`src/rtl/riscv_ctrl_pkg.sv`:
```
// Shared encodings for the RV32I multi-cycle controller: opcodes, FSM state
// encoding, datapath mux selects and the per-state Moore control word.
package riscv_ctrl_pkg;

  // Opcode values of the supported instruction groups
  localparam logic [6:0] OP_LW    = 7'b0000011;
  localparam logic [6:0] OP_SW    = 7'b0100011;
  localparam logic [6:0] OP_RTYPE = 7'b0110011;
  localparam logic [6:0] OP_ITYPE = 7'b0010011;
  localparam logic [6:0] OP_BEQ   = 7'b1100011;
  localparam logic [6:0] OP_JAL   = 7'b1101111;

  // Controller states; FETCH is the reset state and TRAP sits at the top code
  typedef enum logic [3:0] {
    S_FETCH    = 4'h0,
    S_DECODE   = 4'h1,
    S_MEMADR   = 4'h2,
    S_MEMREAD  = 4'h3,
    S_MEMWB    = 4'h4,
    S_MEMWRITE = 4'h5,
    S_EXECR    = 4'h6,
    S_EXECI    = 4'h7,
    S_ALUWB    = 4'h8,
    S_BEQ      = 4'h9,
    S_JAL      = 4'hA,
    S_TRAP     = 4'hF
  } state_e;

  // ResultSrc encodings
  localparam logic [1:0] RES_ALUOUT    = 2'b00;
  localparam logic [1:0] RES_DATA      = 2'b01;
  localparam logic [1:0] RES_ALURESULT = 2'b10;

  // ALUSrcA encodings
  localparam logic [1:0] SRCA_PC    = 2'b00;
  localparam logic [1:0] SRCA_OLDPC = 2'b01;
  localparam logic [1:0] SRCA_RS1   = 2'b10;

  // ALUSrcB encodings
  localparam logic [1:0] SRCB_RS2  = 2'b00;
  localparam logic [1:0] SRCB_IMM  = 2'b01;
  localparam logic [1:0] SRCB_FOUR = 2'b10;

  // ALUOp encodings
  localparam logic [1:0] ALUOP_ADD   = 2'b00;
  localparam logic [1:0] ALUOP_SUB   = 2'b01;
  localparam logic [1:0] ALUOP_FUNCT = 2'b10;

  // ImmSrc encodings
  localparam logic [2:0] IMM_I = 3'b000;
  localparam logic [2:0] IMM_S = 3'b001;
  localparam logic [2:0] IMM_B = 3'b010;
  localparam logic [2:0] IMM_J = 3'b011;

  // Instruction class produced by the opcode decoder
  typedef enum logic [2:0] {
    CLS_LOAD    = 3'd0,
    CLS_STORE   = 3'd1,
    CLS_RTYPE   = 3'd2,
    CLS_ITYPE   = 3'd3,
    CLS_BRANCH  = 3'd4,
    CLS_JAL     = 3'd5,
    CLS_ILLEGAL = 3'd6
  } instr_class_e;

  // Moore control word held in a register alongside the state.
  // fetch_en covers both the ready-gated IR load and the ready-gated PC+4
  // update of FETCH; pc_update is the unconditional PC load of JAL.
  typedef struct packed {
    logic       mem_req;
    logic       adr_src;
    logic       mem_write;
    logic       fetch_en;
    logic       pc_update;
    logic       branch;
    logic       reg_write;
    logic       illegal;
    logic [1:0] result_src;
    logic [1:0] alu_src_a;
    logic [1:0] alu_src_b;
    logic [1:0] alu_op;
  } ctrl_t;

  // Control word for a given state; anything not set stays 0
  function automatic ctrl_t state_ctrl(input state_e s);
    ctrl_t c;
    c = '0;
    case (s)
      S_FETCH: begin
        c.mem_req    = 1'b1;
        c.fetch_en   = 1'b1;
        c.alu_src_a  = SRCA_PC;
        c.alu_src_b  = SRCB_FOUR;
        c.alu_op     = ALUOP_ADD;
        c.result_src = RES_ALURESULT;
      end
      S_DECODE: begin
        c.alu_src_a = SRCA_OLDPC;
        c.alu_src_b = SRCB_IMM;
        c.alu_op    = ALUOP_ADD;
      end
      S_MEMADR: begin
        c.alu_src_a = SRCA_RS1;
        c.alu_src_b = SRCB_IMM;
        c.alu_op    = ALUOP_ADD;
      end
      S_MEMREAD: begin
        c.mem_req    = 1'b1;
        c.adr_src    = 1'b1;
        c.result_src = RES_ALUOUT;
      end
      S_MEMWB: begin
        c.result_src = RES_DATA;
        c.reg_write  = 1'b1;
      end
      S_MEMWRITE: begin
        c.mem_req    = 1'b1;
        c.adr_src    = 1'b1;
        c.mem_write  = 1'b1;
        c.result_src = RES_ALUOUT;
      end
      S_EXECR: begin
        c.alu_src_a = SRCA_RS1;
        c.alu_src_b = SRCB_RS2;
        c.alu_op    = ALUOP_FUNCT;
      end
      S_EXECI: begin
        c.alu_src_a = SRCA_RS1;
        c.alu_src_b = SRCB_IMM;
        c.alu_op    = ALUOP_FUNCT;
      end
      S_ALUWB: begin
        c.result_src = RES_ALUOUT;
        c.reg_write  = 1'b1;
      end
      S_BEQ: begin
        c.alu_src_a  = SRCA_RS1;
        c.alu_src_b  = SRCB_RS2;
        c.alu_op     = ALUOP_SUB;
        c.result_src = RES_ALUOUT;
        c.branch     = 1'b1;
      end
      S_JAL: begin
        c.alu_src_a  = SRCA_OLDPC;
        c.alu_src_b  = SRCB_FOUR;
        c.alu_op     = ALUOP_ADD;
        c.result_src = RES_ALUOUT;
        c.pc_update  = 1'b1;
      end
      S_TRAP: begin
        c.illegal = 1'b1;
      end
      default: c = '0;
    endcase
    return c;
  endfunction

endpackage

```
`src/rtl/instr_decoder.sv`:
```
// Combinational opcode decoder: instruction class, immediate format and
// legality for the multi-cycle controller.
module instr_decoder
  import riscv_ctrl_pkg::*;
#(
  parameter int OPCODE_W    = 7,
  parameter int IMMSRC_W    = 3,
  parameter bit SUPPORT_JAL = 1'b1
) (
  input  logic [OPCODE_W-1:0] opcode_i,
  output instr_class_e        cls_o,
  output logic [IMMSRC_W-1:0] imm_src_o,
  output logic                legal_o
);

  logic [2:0] imm_raw;

  // Classify the opcode; JAL is only legal when the core supports it
  always_comb begin
    cls_o   = CLS_ILLEGAL;
    imm_raw = IMM_I;
    case (opcode_i)
      OPCODE_W'(OP_LW): begin
        cls_o   = CLS_LOAD;
        imm_raw = IMM_I;
      end
      OPCODE_W'(OP_SW): begin
        cls_o   = CLS_STORE;
        imm_raw = IMM_S;
      end
      OPCODE_W'(OP_RTYPE): begin
        cls_o   = CLS_RTYPE;
        imm_raw = IMM_I;
      end
      OPCODE_W'(OP_ITYPE): begin
        cls_o   = CLS_ITYPE;
        imm_raw = IMM_I;
      end
      OPCODE_W'(OP_BEQ): begin
        cls_o   = CLS_BRANCH;
        imm_raw = IMM_B;
      end
      OPCODE_W'(OP_JAL): begin
        cls_o   = SUPPORT_JAL ? CLS_JAL : CLS_ILLEGAL;
        imm_raw = IMM_J;
      end
      default: begin
        cls_o   = CLS_ILLEGAL;
        imm_raw = IMM_I;
      end
    endcase
  end

  assign legal_o   = (cls_o != CLS_ILLEGAL);
  assign imm_src_o = IMMSRC_W'(imm_raw);

endmodule

```
`src/rtl/multicycle_control_fsm.sv`:
```
// Multi-cycle main controller for the RV32I core. Steps each instruction
// through fetch/decode/execute/memory/writeback and drives the shared
// ALU / shared memory datapath. Moore outputs come from a control word
// registered together with the state; only PCWrite and IRWrite look at
// mem_ready/zero combinationally, and all enables are killed while rst is high.
module multicycle_control_fsm
  import riscv_ctrl_pkg::*;
#(
  parameter int OPCODE_W      = 7,
  parameter int ALUOP_W       = 2,
  parameter int IMMSRC_W      = 3,
  parameter bit SUPPORT_JAL   = 1'b1,
  parameter bit MEM_HANDSHAKE = 1'b1
) (
  input  logic                clk,
  input  logic                rst,
  input  logic [OPCODE_W-1:0] opcode,
  input  logic                zero,
  input  logic                mem_ready,
  output logic                mem_req,
  output logic                PCWrite,
  output logic                AdrSrc,
  output logic                MemWrite,
  output logic                IRWrite,
  output logic [1:0]          ResultSrc,
  output logic [1:0]          ALUSrcA,
  output logic [1:0]          ALUSrcB,
  output logic [ALUOP_W-1:0]  ALUOp,
  output logic [IMMSRC_W-1:0] ImmSrc,
  output logic                RegWrite,
  output logic                illegal_op,
  output logic [3:0]          state_o
);

  state_e       state_q;
  state_e       state_d;
  ctrl_t        ctrl_q;
  instr_class_e cls;
  logic         legal;
  logic         ready_eff;
  logic         en_ok;

  // Without a handshake the memory is assumed to complete every access at once
  assign ready_eff = MEM_HANDSHAKE ? mem_ready : 1'b1;

  instr_decoder #(
    .OPCODE_W   (OPCODE_W),
    .IMMSRC_W   (IMMSRC_W),
    .SUPPORT_JAL(SUPPORT_JAL)
  ) u_decoder (
    .opcode_i (opcode),
    .cls_o    (cls),
    .imm_src_o(ImmSrc),
    .legal_o  (legal)
  );

  // Next-state selection; opcode only matters in DECODE and MEMADR
  always_comb begin
    state_d = state_q;
    case (state_q)
      S_FETCH:    if (ready_eff) state_d = S_DECODE;
      S_DECODE: begin
        if (!legal) begin
          state_d = S_TRAP;
        end else begin
          case (cls)
            CLS_LOAD,
            CLS_STORE:  state_d = S_MEMADR;
            CLS_RTYPE:  state_d = S_EXECR;
            CLS_ITYPE:  state_d = S_EXECI;
            CLS_BRANCH: state_d = S_BEQ;
            CLS_JAL:    state_d = S_JAL;
            default:    state_d = S_TRAP;
          endcase
        end
      end
      S_MEMADR:   state_d = (cls == CLS_STORE) ? S_MEMWRITE : S_MEMREAD;
      S_MEMREAD:  if (ready_eff) state_d = S_MEMWB;
      S_MEMWB:    state_d = S_FETCH;
      S_MEMWRITE: if (ready_eff) state_d = S_FETCH;
      S_EXECR:    state_d = S_ALUWB;
      S_EXECI:    state_d = S_ALUWB;
      S_ALUWB:    state_d = S_FETCH;
      S_BEQ:      state_d = S_FETCH;
      S_JAL:      state_d = S_ALUWB;
      S_TRAP:     state_d = S_TRAP;
      // Unused encodings are treated as a fault and parked in TRAP
      default:    state_d = S_TRAP;
    endcase
  end

  // State register plus the Moore control word of the state being entered
  always_ff @(posedge clk) begin
    if (rst) begin
      state_q <= S_FETCH;
      ctrl_q  <= state_ctrl(S_FETCH);
    end else begin
      state_q <= state_d;
      ctrl_q  <= state_ctrl(state_d);
    end
  end

  // Enables drop in the reset cycle itself so an in-flight store is abandoned
  assign en_ok = ~rst;

  assign mem_req  = en_ok & ctrl_q.mem_req;
  assign MemWrite = en_ok & ctrl_q.mem_write;
  assign RegWrite = en_ok & ctrl_q.reg_write;
  assign IRWrite  = en_ok & ctrl_q.fetch_en & ready_eff;
  assign PCWrite  = en_ok & ((ctrl_q.fetch_en & ready_eff)
                             | ctrl_q.pc_update
                             | (ctrl_q.branch & zero));

  assign AdrSrc     = ctrl_q.adr_src;
  assign ResultSrc  = ctrl_q.result_src;
  assign ALUSrcA    = ctrl_q.alu_src_a;
  assign ALUSrcB    = ctrl_q.alu_src_b;
  assign ALUOp      = ALUOP_W'(ctrl_q.alu_op);
  assign illegal_op = ctrl_q.illegal;
  assign state_o    = state_q;

endmodule

```
`config.mk`:
```
export PLATFORM = sky130hd
export DESIGN_NAME = multicycle_control_fsm
export DESIGN_NICKNAME = d
export VERILOG_FILES = /design/src/rtl/riscv_ctrl_pkg.sv /design/src/rtl/instr_decoder.sv /design/src/rtl/multicycle_control_fsm.sv
export SDC_FILE = /design/constraint.sdc
export NUM_CORES = 1
export LEC_CHECK = 0
export ABC_CLOCK_PERIOD_IN_PS = 5650
export CAP_MARGIN = 30
export CORE_MARGIN = 1.5
export CORE_UTILIZATION = 49
export CTS_CLUSTER_DIAMETER = 30
export CTS_CLUSTER_SIZE = 10
export DETAILED_ROUTE_END_ITERATION = 10
export PLACE_DENSITY_LB_ADDON = 0.25
export SKIP_LAST_GASP = 1
export SLEW_MARGIN = 20
export SYNTH_ARGS = -nofsm -noshare
export SYNTH_HDL_FRONTEND = slang
export SYNTH_SLANG_ARGS = --single-unit
```
`constraint.sdc`:
```
create_clock -name clk -period 5.65 [get_ports clk]
set_input_delay 1.13 -clock clk [delete_from_list [all_inputs] [get_ports clk]]
set_output_delay 1.13 -clock clk [all_outputs]
set_load 0.01 [all_outputs]
```
==> qor.yml, run 1 <==
place:
  port_buffers: 31
  place_ws_ps: 1510
  dpl.hpwl_microns: 1530
  gp_congestion: 0.790
logic_synthesis:
  synth_flop_cell: "dfxtp_1"
  ys_warn_count: 0
  synth.cell_area_sq_um: 1050
  ys_seq_area_share_pct: 36.1
  async_flop_share_pct: 0
  syn-num-nets: 137
  synth_area_leaders: "dfxtp_1 (36%), buf_4 (7.1%), nor2_1 (6.1%)"
  yosys.area.top_type: "dfxtp_1"
  synth_top_area_share_pct: 36.1
  synth_edf_count: 0
  synth-seq-cells: 19
  syn_inst: 126
  yosysMostFrequentCell: "dfxtp_1"
  ys_types: 42
  syn_avg_cell_area_sq_um: 8.35
  synth_common_cells: "dfxtp_1 (19), nor2_1 (17), buf_4 (10), nand2_1 (10), a21oi_1 (8)"
timing:
  rsz0062_at_grt: "false"
  fmax_mhz: 241
  setup_viol: 0
  drv_slew: 0
  fin_skew_ps: 0.801
  hold_viol_final: 0
  fin_crit_sh_pct: 73.4
  fin_ws_ps: 1500
  tightest_slew_ps: 683
  layout_min_cycle_time_ps: 4150
  relSlewSlack_pct: 53.8
  finalSetupTns_ps: 0
critical_path:
  critPathArrivalTime_ps: 3020
  cp_max_fo: 4
  start_kind: "input pin"
  crit_type: "input pin to output pin"
  regToRegSetupSlack_ps: 3250
  worstPathRequired_ps: 4520
  crit_path_end_kind: "output pin"
detailed_routing:
  vias: 925
  dr.first_iter.drc_count: 31
  dr.pass1.iters: 4
  drc: 0
  routedWlPerCell_microns: 12.6
  drt_wl_total_microns: 2200
  vias_per_cell: 5.29
  ant_nets: 0
global_routing:
  antenna_found_initial: 0
  grt_usage_pct: 20.1
  grtUsageMet3_pct: 4.60
  grt_max_degree: 18
  first_global_vias: 867
  grt_util_met2_pct: 32.7
  busiest_layer: "met2"
  use_met1_pct: 25.2
  grt_pass1_wl_microns: 3750
  grt_overflow: 0
power_and_ir_drop:
  pwr-share-clk_pct: 9.2
  intPower_uw: 421
  cellPowerDensity_nw_per_um2: 549
  switching_share_pct: 42.8
  p_total_uw: 736
  share_comb_of_total_power_pct: 62.4
  vdd_ir_drop_max_v: 0.000395
  netSwitchingPower_uw: 315
  pwr-share-seq_pct: 28.5
  p_leak_nw: 0.499
cts:
  postCtsSetupBuffers: 0
  clock_path_buffers: 2
  cts_tree: "built"
  holdBufCountCts: 0
  cts.sinks: 19
  clock_latency_ps: 290
  cts_resized: 0
  cts_made_buffers: 3
  cts_max_level: 1
  clkTransAtPathRegs_ps: 100
  cts.root.buffer_cell: "clkbuf_4"
floorplan:
  die_w_microns: 49.3
  core_sq_um: 2000
  num_rows: 16
  dieArea_sq_um: 2430
  start_util_pct: 52.6
  io-pin-count: 33
  dieHeight_microns: 49.3
finish:
  n_antenna_cell: 0
  drive_above_1_share_pct: 10.1
  regArea_sq_um: 380
  nNetsFinal: 160
  fillers: 180
  multi_input_area_sq_um: 552
  areaGrowthSynthToFinish_pct: 27.5
hold_path:
  min_path_type: "register to register"
outcome:
  status: "finished clean"
run:
  max_cap_violations: 0
layout by cell type (no fill, tap or decap), types with 3 or more instances in the layout:
cell	count
nand3_1	4
nand2_1	10
clkdlybuf4s50_1	31
o22ai_1	4
clkbuf_4	3
nand2b_1	4
inv_1	6
xnor2_1	4
nor2_1	17
a21oi_1	8
nor2b_1	4
dfxtp_1	19
per-layer routing:
layer / vias up / share of wire (%)
met3: 2 / 3.8
met2: 23 / 49
li1: 476 / -
met4: 0 / 0.45
met5: - / 0
met1: 424 / 47
state kept, by name (all words and copies together) (netlist names):
name and cells:
ALUOp 2, ALUSrcA 2, ALUSrcB 2, AdrSrc 1, ResultSrc 1, ctrl_q 6, illegal_op 1, state_o 4
through the flow:
stage                     cell area, sq um  cells  hold slack, ps  utilization, %
final                                 1340    175             812            67.0
after global routing                  1340    175             852            67.0
after CTS                             1330    174             904            66.6
after detailed placement              1310    170             879            65.3
after global placement                1300    169             852            64.9
after floorplan                       1050    126             889               -
logic make-up after synthesis:
logic type | after synthesis | share of synthesized area, %
other | 1 | 0.356
XOR/XNOR | 5 | 4.16
AO/OA/AOI/OAI | 28 | 21.9
AND/OR/NAND/NOR | 52 | 26.0
flip-flops | 19 | 36.1
buffers and inverters | 21 | 11.4
critical path, stage by stage:
cell and delay [ps]:
clkdlybuf4s50_1 480, or3_4 430, a21boi_1 360, clkdlybuf4s50_1 610
power by group through the flow:
| stage | Combinational [mW] | Sequential (mW) | Clock, mW |
|---|---|---|---|
| CTS | 0.451 | 0.209 | 0.0691 |
| finish | 0.459 | 0.210 | 0.0674 |
| global placement | 0.429 | 0.210 | 0 |
| floorplan | 0.344 | 0.204 | 0 |
| global route | 0.504 | 0.216 | 0.0778 |
| detailed placement | 0.448 | 0.212 | 0 |
final timing paths:
path / end / cells past startpoint / start
worst min register to register: ALUSrcB[0] / 3 / state_o[0]
worst max-delay path: ImmSrc[0] / 4 / opcode[3]
worst min-delay path: ALUSrcB[0] / 3 / state_o[0]
worst max register to register: ALUSrcA[0] / 6 / state_o[0]
area by class of cell:
| class | instances | share of cell area (%) |
|---|---|---|
| clock buffer | 3 | 1.68 |
| multi-input combinational | 86 | 41.1 |
| inverter | 6 | 1.68 |
| tap | 27 | 2.52 |
| timing repair buffer | 33 | 24.3 |
| sequential | 19 | 28.4 |
| clock inverter | 1 | 0.373 |
Note: power is estimated with default switching activity, not from simulation.
==> run 2, diff against run 1 <==
Settings changed: ABC_CLOCK_PERIOD_IN_PS 5650 to 4300, CORE_UTILIZATION 49 to 45.
Clock period 5.65 ns to 4.3 ns, I/O delays scaled along.
==> run 2 against run 1 <==
Against the previous run: non-clock buffer count is the same; utilization fell by 6.3 points; worst setup slack got worse by 810 ps; clock power is 30% higher; die area up 8.3%; clock skew is 4.7 ps higher; final area barely moved; first-iteration DRC count down 68%; sequential cell count unchanged; wire length down 1.3%; sequential power is 31% higher; critical endpoint unchanged; highest routed layer unchanged.
==> qor.yml, run 2 (synthesis results as in run 1) <==
outcome:
  status: "finished clean"
critical_path:
  critPathArrivalTime_ps: 2750  # -270 ps
  slowest_delay_ps: 620  # about the same
  critPathMostFrequentCell: "clkdlybuf4s50_1"
  slowest_stage: "clkdlybuf4s50_1"
  cp_max_fo: 4  # unchanged
  path_cells: "clkdlybuf4s50_1 > or3_4 > a21boi_1 > clkdlybuf4s50_1"
  crit_path_end_kind: "output pin"
  crit_type: "input pin to output pin"
  start_kind: "input pin"
  worstPathRequired_ps: 3440  # -1080 ps
cts:
  cts.sinks: 19  # unchanged
  cts_tree: "built"
  cts_resized: 0  # unchanged
  clkTransAtPathRegs_ps: 110  # about the same
  clock_path_buffers: 2  # unchanged
  cts_made_buffers: 3  # unchanged
  cts.root.buffer_cell: "clkbuf_4"
  postCtsSetupBuffers: 0  # unchanged
  cts_max_level: 1  # unchanged
  clock_latency_ps: 290  # about the same
  holdBufCountCts: 0  # unchanged
place:
  gp_congestion: 0.792  # +0.32%
  port_buffers: 31  # unchanged
  placed_cells: 172  # +1.2%
  dpl.hpwl_microns: 1600  # +4.3%
timing:
  fmax_mhz: 277
  setup_viol: 0  # unchanged
  relSlewSlack_pct: 58.2  # +4.4 points
  fin_skew_ps: 5.52  # +4.72 ps
  layout_min_cycle_time_ps: 3610
  rsz0062_at_grt: "false"
  tightest_slew_ps: 626  # -57.7 ps
  whs_ps: 905  # +93.1 ps
  finalSetupTns_ps: 0  # unchanged
  drv_slew: 0  # unchanged
  fin_crit_sh_pct: 84.0
  hold_viol_final: 0  # unchanged
floorplan:
  num_rows: 17  # +1
  dieHeight_microns: 51.4  # +4.1%
  io-pin-count: 33  # unchanged
  die_w_microns: 51.4  # +4.1%
  start_util_pct: 47.6  # -5.0 points
  core_sq_um: 2210  # +10%
  dieArea_sq_um: 2640  # +8.3%
detailed_routing:
  dr.pass1.iters: 4  # unchanged
  dr.first_iter.drc_count: 10  # -68%
  vias_per_cell: 5.43  # +2.7%
  drc: 0  # unchanged
  routedWlPerCell_microns: 12.3  # -1.8%
  vias: 955  # +3.2%
  drt_wl_total_microns: 2170  # -1.3%
  ant_nets: 0  # unchanged
finish:
  largest_reg_flops: 6  # unchanged
  areaGrowthSynthToFinish_pct: 27.6  # about the same
  drive_above_1_share_pct: 10.1  # unchanged
  mostFrequentLayoutCells: "clkdlybuf4s50_1 (31), dfxtp_1 (19), nor2_1 (17), nand2_1 (10), a21oi_1 (8)"
  fillers: 209  # +16%
  top_register: "ctrl_q"
  fin_cells: 176  # +0.57%
  nNetsFinal: 160  # unchanged
  final_common_cell: "clkdlybuf4s50_1"
  n_antenna_cell: 0  # unchanged
power_and_ir_drop:
  cellPowerDensity_nw_per_um2: 718  # +31%
  vdd_ir_drop_max_v: 0.000471  # +19%
  p_leak_nw: 0.499  # unchanged
global_routing:
  antenna_found_initial: 0  # unchanged
  grt_overflow: 0  # unchanged
  grt_max_degree: 18  # unchanged
  first_global_vias: 892  # +2.9%
  grt_pass1_wl_microns: 3800  # +1.3%
  grt_usage_pct: 18.7  # -1.3 points
run:
  max_cap_violations: 0  # unchanged
hold_path:
  min_path_type: "register to register"
[run 2: cell counts in the layout (fill, tap and decap cells not counted)]
No cell type changed its count.
[run 2: stage by stage]
stage	power [mW]	instance area [sq um]	setup WS (ps)	util [%]
global placement	0.861	1320	758	59.4
floorplan	0.720	1050	1660	-
finish	0.964	1340	690	60.7
detailed placement	0.875	1320	706	59.4
global route	1.04	1340	620	60.7
CTS	0.967	1340	701	60.7
[run 2: critical path: cells and delay by family]
family / cells / cell delay [ps]
buffers and inverters: 2 / 1110
AND/OR/NAND/NOR: 1 / 430
AO/OA/AOI/OAI: 1 / 360
[run 2: routing by layer]
metal  track usage [%]  wire [microns]
met5                 0               0
met3              2.34              88
met2              32.0            1070
met1              23.5             992
met4              8.33              17
[run 2: report_power, final]
group          internal (mW)  switching [mW]  leakage (nW)  total, mW
clock network         0.0346          0.0527        0.0177     0.0873
logic                  0.286           0.315         0.326      0.601
registers              0.233          0.0426         0.156      0.275
total                  0.553           0.411         0.499      0.964
[run 2: final timing paths]
path / from / end / slack [ps] / cells after the start
setup reg to reg: state_o[0] / ctrl_q[15] / 1950 / 6
hold / removal: state_o[0] / state_o[2] / 910 / 3
setup / recovery: opcode[3] / ImmSrc[0] / 690 / 4
hold reg to reg: state_o[0] / state_o[2] / 910 / 3
[run 2: area by class of cell]
type | count | area [sq um] | share of cell area, %
Clock inverter | 1 | 5.00 | 0.373
Tap cell | 28 | 35.0 | 2.61
Multi-Input combinational cell | 86 | 552 | 41.1
Inverter | 6 | 22.5 | 1.68
Timing Repair Buffer | 33 | 325 | 24.2
Sequential cell | 19 | 380 | 28.3
Clock buffer | 3 | 22.5 | 1.68
==> run 3, diff against run 2 <==
Settings changed: ABC_CLOCK_PERIOD_IN_PS 4300 to 3000, CORE_UTILIZATION 45 to 41.
Clock period 4.3 ns to 3 ns, I/O delays scaled along.
==> run 3 against run 2 <==
Against the previous run: via count is 2.0% lower; sequential power is 43% higher; non-clock buffer count is 6 higher; final area is 3.5% higher; global-route usage is 1.8 points lower; critical path depth stayed put; hold slack worse by 5.7 ps; register-to-register slack worse by 1300 ps; final cell count is 4.5% higher; clock power is 41% higher; clock skew is 1.9 ps lower; die area is 9.2% higher; critical endpoint unchanged; largest cell class unchanged.
==> qor.yml, run 3 (synthesis results as in run 1) <==
outcome:
  status: "finished clean"
critical_path:
  r2r_cells: 6  # unchanged
  crit_start: "opcode[3]"
  crit_type: "input pin to output pin"
  reg2reg_from: "state_o[0]"
  reg2reg_to: "ctrl_q[15]"
  regToRegSetupSlack_ps: 650  # -1300 ps
  worstPathRequired_ps: 2400  # -1040 ps
  crit_path_end_kind: "output pin"
  start_kind: "input pin"
  critPathArrivalTime_ps: 2260  # -490 ps
  cp_max_fo: 4  # unchanged
timing:
  fmax_mhz: 350
  whs_ps: 900  # -5.67 ps
  setup_viol: 0  # unchanged
  drv_slew: 0  # unchanged
  finalSetupTns_ps: 0  # unchanged
  layout_min_cycle_time_ps: 2860
  fin_ws_ps: 140  # -550 ps
  fin_skew_ps: 3.65  # -1.86 ps
  hold_viol_final: 0  # unchanged
  fin_crit_sh_pct: 95.3
  relSlewSlack_pct: 57.6  # -0.53 points
  tightest_slew_ps: 627  # +1.13 ps
  rsz0062_at_grt: "false"
global_routing:
  grt_pass1_wl_microns: 3660  # -3.6%
  antenna_found_initial: 0  # unchanged
  use_met1_pct: 24.7  # +1.3 points
  grtUsageMet3_pct: 3.06  # +0.72 points
  busiest_layer: "met2"
  grt_max_degree: 15  # -3
  grt_util_met2_pct: 25.6  # -6.4 points
  grt_overflow: 0  # unchanged
  first_global_vias: 836  # -6.3%
  grt_usage_pct: 16.9  # -1.8 points
cts:
  clock_latency_ps: 290  # about the same
  holdBufCountCts: 0  # unchanged
  cts_tree: "built"
  postCtsSetupBuffers: 0  # unchanged
  cts_made_buffers: 3  # unchanged
  cts.sinks: 19  # unchanged
  cts_max_level: 1  # unchanged
  cts_resized: 0  # unchanged
  clock_path_buffers: 2  # unchanged
  cts.root.buffer_cell: "clkbuf_4"
  clkTransAtPathRegs_ps: 100  # about the same
floorplan:
  num_rows: 18  # +1
  dieArea_sq_um: 2880  # +9.2%
  core_sq_um: 2450  # +11%
  io-pin-count: 33  # unchanged
  dieHeight_microns: 53.7  # +4.5%
  start_util_pct: 42.9  # -4.7 points
  die_w_microns: 53.7  # +4.5%
hold_path:
  min-delay-start: "state_o[0]"
  min_path_cells: 3  # unchanged
  hold_path_end: "state_o[2]"
  min_path_type: "register to register"
detailed_routing:
  vias_per_cell: 5.09  # -6.3%
  ant_nets: 0  # unchanged
  vias: 936  # -2.0%
  routedWlPerCell_microns: 12.0  # -2.6%
  dr.first_iter.drc_count: 24  # +14
  dr.pass1.iters: 4  # unchanged
  drc: 0  # unchanged
  drt_wl_total_microns: 2210  # +1.8%
power_and_ir_drop:
  p_leak_nw: 0.529  # +6.0%
  vdd_ir_drop_max_v: 0.000674  # +43%
  cellPowerDensity_nw_per_um2: 1020  # +42%
finish:
  top_register: "ctrl_q"
  final_common_cell: "clkdlybuf4s50_1"
  largest_reg_flops: 6  # unchanged
  drive_above_1_share_pct: 13.6  # +3.5 points
  mostFrequentLayoutCells: "clkdlybuf4s50_1 (31), dfxtp_1 (19), nor2_1 (17), nand2_1 (10)"
  n_antenna_cell: 0  # unchanged
  areaGrowthSynthToFinish_pct: 32.1
  nNetsFinal: 166  # +3.8%
place:
  gp_congestion: 0.748  # -5.6%
  place_ws_ps: 129  # -577 ps
  dpl.hpwl_microns: 1650  # +3.4%
  port_buffers: 31  # unchanged
run:
  max_cap_violations: 0  # unchanged
==> run 3: changes by cell type in the layout (fill, tap and decap cells not counted), sizes merged <==
cell and change:
buf +6
==> run 3: worst max-delay path by stage <==
stage,end,cells after the start
final,ImmSrc[0],4
after detailed placement,ctrl_q[15],7
after CTS,ImmSrc[0],4
after floorplan,ctrl_q[15],6
after global routing,ImmSrc[0],4
after global placement,ImmSrc[0],4
==> run 3: metal layers <==
layer | vias to the layer above | routed length [microns] | share of wire (%)
li1 | 489 | - | -
met1 | 425 | 1110 | 50
met2 | 20 | 1000 | 45
met3 | 2 | 89 | 4.0
met4 | 0 | 7 | 0.32
met5 | - | 0 | 0
==> run 3: per-stage QoR <==
stage | power (mW) | instances | cell area [sq um] | util (%)
finish | 1.42 | 184 | 1390 | 56.6
floorplan | 1.03 | 126 | 1050 | -
global route | 1.54 | 184 | 1390 | 56.6
detailed placement | 1.30 | 180 | 1360 | 55.5
CTS | 1.43 | 184 | 1390 | 56.6
global placement | 1.28 | 180 | 1360 | 55.5
==> run 3: critical path: stages <==
cell and delay (ps):
clkdlybuf4s50_1 470, or3_4 430, a21boi_1 200, clkdlybuf4s50_1 560
==> run 3: power by group <==
group	total (mW)	internal, mW	leakage [nW]	switching (mW)
sequential	0.394	0.333	0.156	0.0605
combinational	0.905	0.444	0.355	0.461
clock	0.123	0.0495	0.0177	0.0738
==> run 3: cell type report <==
type,count,area (sq um)
multi-input cells,86,552
clock inverters,1,5.00
fillers,226,1060
flip-flops and latches,19,380
repair buffers,39,370
inverters,6,22.5
well taps,30,37.5
clock buffers,3,22.5
==> patch: new RTL, settings of run 3 <==
`IMMSRC_W` is set to 3 in 2 places; all go to 5.
--- a/src/rtl/instr_decoder.sv
+++ b/src/rtl/instr_decoder.sv
@@ -4,7 +4,7 @@
   import riscv_ctrl_pkg::*;
 #(
   parameter int OPCODE_W    = 7,
-  parameter int IMMSRC_W    = 3,
+  parameter int IMMSRC_W    = 5,
   parameter bit SUPPORT_JAL = 1'b1
 ) (
   input  logic [OPCODE_W-1:0] opcode_i,
--- a/src/rtl/multicycle_control_fsm.sv
+++ b/src/rtl/multicycle_control_fsm.sv
@@ -8,7 +8,7 @@
 #(
   parameter int OPCODE_W      = 7,
   parameter int ALUOP_W       = 2,
-  parameter int IMMSRC_W      = 3,
+  parameter int IMMSRC_W      = 5,
   parameter bit SUPPORT_JAL   = 1'b1,
   parameter bit MEM_HANDSHAKE = 1'b1
 ) (
Interface: changed (resized ImmSrc); port bits go from 33 to 35. The function was not compared with the original's and may differ.
==> patch against run 3 <==
  * Synthesized cell count is 1.6% higher
  * Global-route usage is 0.36 points lower
  * Via count is 1.9% higher
  * Design area stayed put
  * Highest routed layer unchanged
  * First-iteration DRC count is 63% lower
  * Count of clock-buffer cells in the layout stayed put
  * Total power is 1.9% lower
  * Sequential power hardly changed
  * Die area is 1.3% higher
  * Routed wire length is 3.3% lower
  * Worst setup slack worse by 0.0071 ns
  * Largest power group unchanged
  * Synthesized area is 1.4% higher
  * Fmax is 0.25% lower
  * Sequential cell count stayed put
==> patch: results (changes against run 3) <==
* Status: finished clean
* Sequential share of the synthesized area at 35.6% (-0.51 points)
* Final worst setup slack at 0.132 ns (-0.00712 ns)
* Setup Skew at 0.00247 ns (-0.00118 ns)
* Layout Area Growth over Synthesis at 30.2%
* Share of cells above drive strength 1 at 12.9% (-0.73 points)
* Wire per inst at 11.6 um (-3.8%)
* Slew HR at 56.7% (-0.97 points)
* Final net count at 167 (+0.60%)
* Bufs w/o clock at 38 (-2.6%)
* Via count of the first global-routing pass at 823 (-1.6%)
* Drt initial violations at 9 (-63%)
* Gr usage total at 16.5% (-0.36 points)
* Multi-input logic area at 559 sq um (+1.4%)
* Largest net degree at the start of global routing at 15 (unchanged)
* Hold-critical path depth at 3 (unchanged)
* M1 GR Usage at 21.4% (-3.4 points)
* LEAKAGE at 0.531 nW (+0.37%)
* GPL Wtd Cong at 0.749 (+0.13%)
* Non-clock buffer share at 26.1% (-0.54 points)
* Hold Slack at 0.902 ns (+0.00199 ns)
* Grt met2 use at 26.0% (+0.41 points)
* Well-Tap Cells at 30 (unchanged)
* WL met1 at 1050 um (-5.4%)
* Dpl ws at 0.117 ns (-0.0115 ns)
* First-pass DRT Iterations at 4 (unchanged)
* DR top layer: met4
* RR Startpoint: state_o[0]$_SDFF_PP0_
* Clk buf depth at 2 (unchanged)
* Met2 WL at 941 um (-6.1%)
* Metal3 WL at 122 um (+37%)
* Most flops, register: ctrl_q
* M3 GR Usage at 3.89% (+0.83 points)
* Via count at 954 (+1.9%)
* First-pass GRT wire length at 3480 um (-4.9%)
* Register area at 380 sq um (unchanged)
* Worst reg-to-reg setup slack at 0.65 ns (about the same)
* Worst-case vdd ir drop at 0.615 mV (-8.8%)
* Top cells by area, synth: dfxtp_1 (36%), buf_4 (8.4%), nor2_1 (6.0%), a21oi_1 (3.8%), nand2_1 (3.5%)
* Post-synth top cells: dfxtp_1 (19), nor2_1 (17), buf_4 (12), nand2_1 (10), a21oi_1 (8)
* FILL cells at 229 (+1.3%)
-- patch: cell types whose count changed after synthesis, sizes merged --
| cell | before | now |
|---|---|---|
| buf | 12 | 14 |
-- patch: power by group --
| part | total (mW) | internal (mW) | switching, mW |
|---|---|---|---|
| sequential | 0.394 | 0.333 | 0.0609 |
| combinational | 0.873 | 0.428 | 0.445 |
| clock | 0.128 | 0.0497 | 0.0783 |
| total | 1.39 | 0.811 | 0.584 |
-- patch: kinds of logic (layout without fill, tap and decap cells) --
| logic type | after synthesis | count (layout) | share of synthesized area, % |
|---|---|---|---|
| and+or+nand+nor | 52 | 52 | 25.7 |
| buffers and inverters | 23 | 48 | 12.7 |
| AOI/OAI and AO/OA | 28 | 28 | 21.6 |
| other | 1 | 3 | 0.351 |
| xor gates and xnor gates | 5 | 5 | 4.10 |
| DFF | 19 | 19 | 35.6 |
-- patch: stage by stage --
stage	power, mW	instances
after floorplan	1.03	130
after global routing	1.51	185
final	1.39	185
after global placement	1.27	181
after CTS	1.40	185
after detailed placement	1.27	181
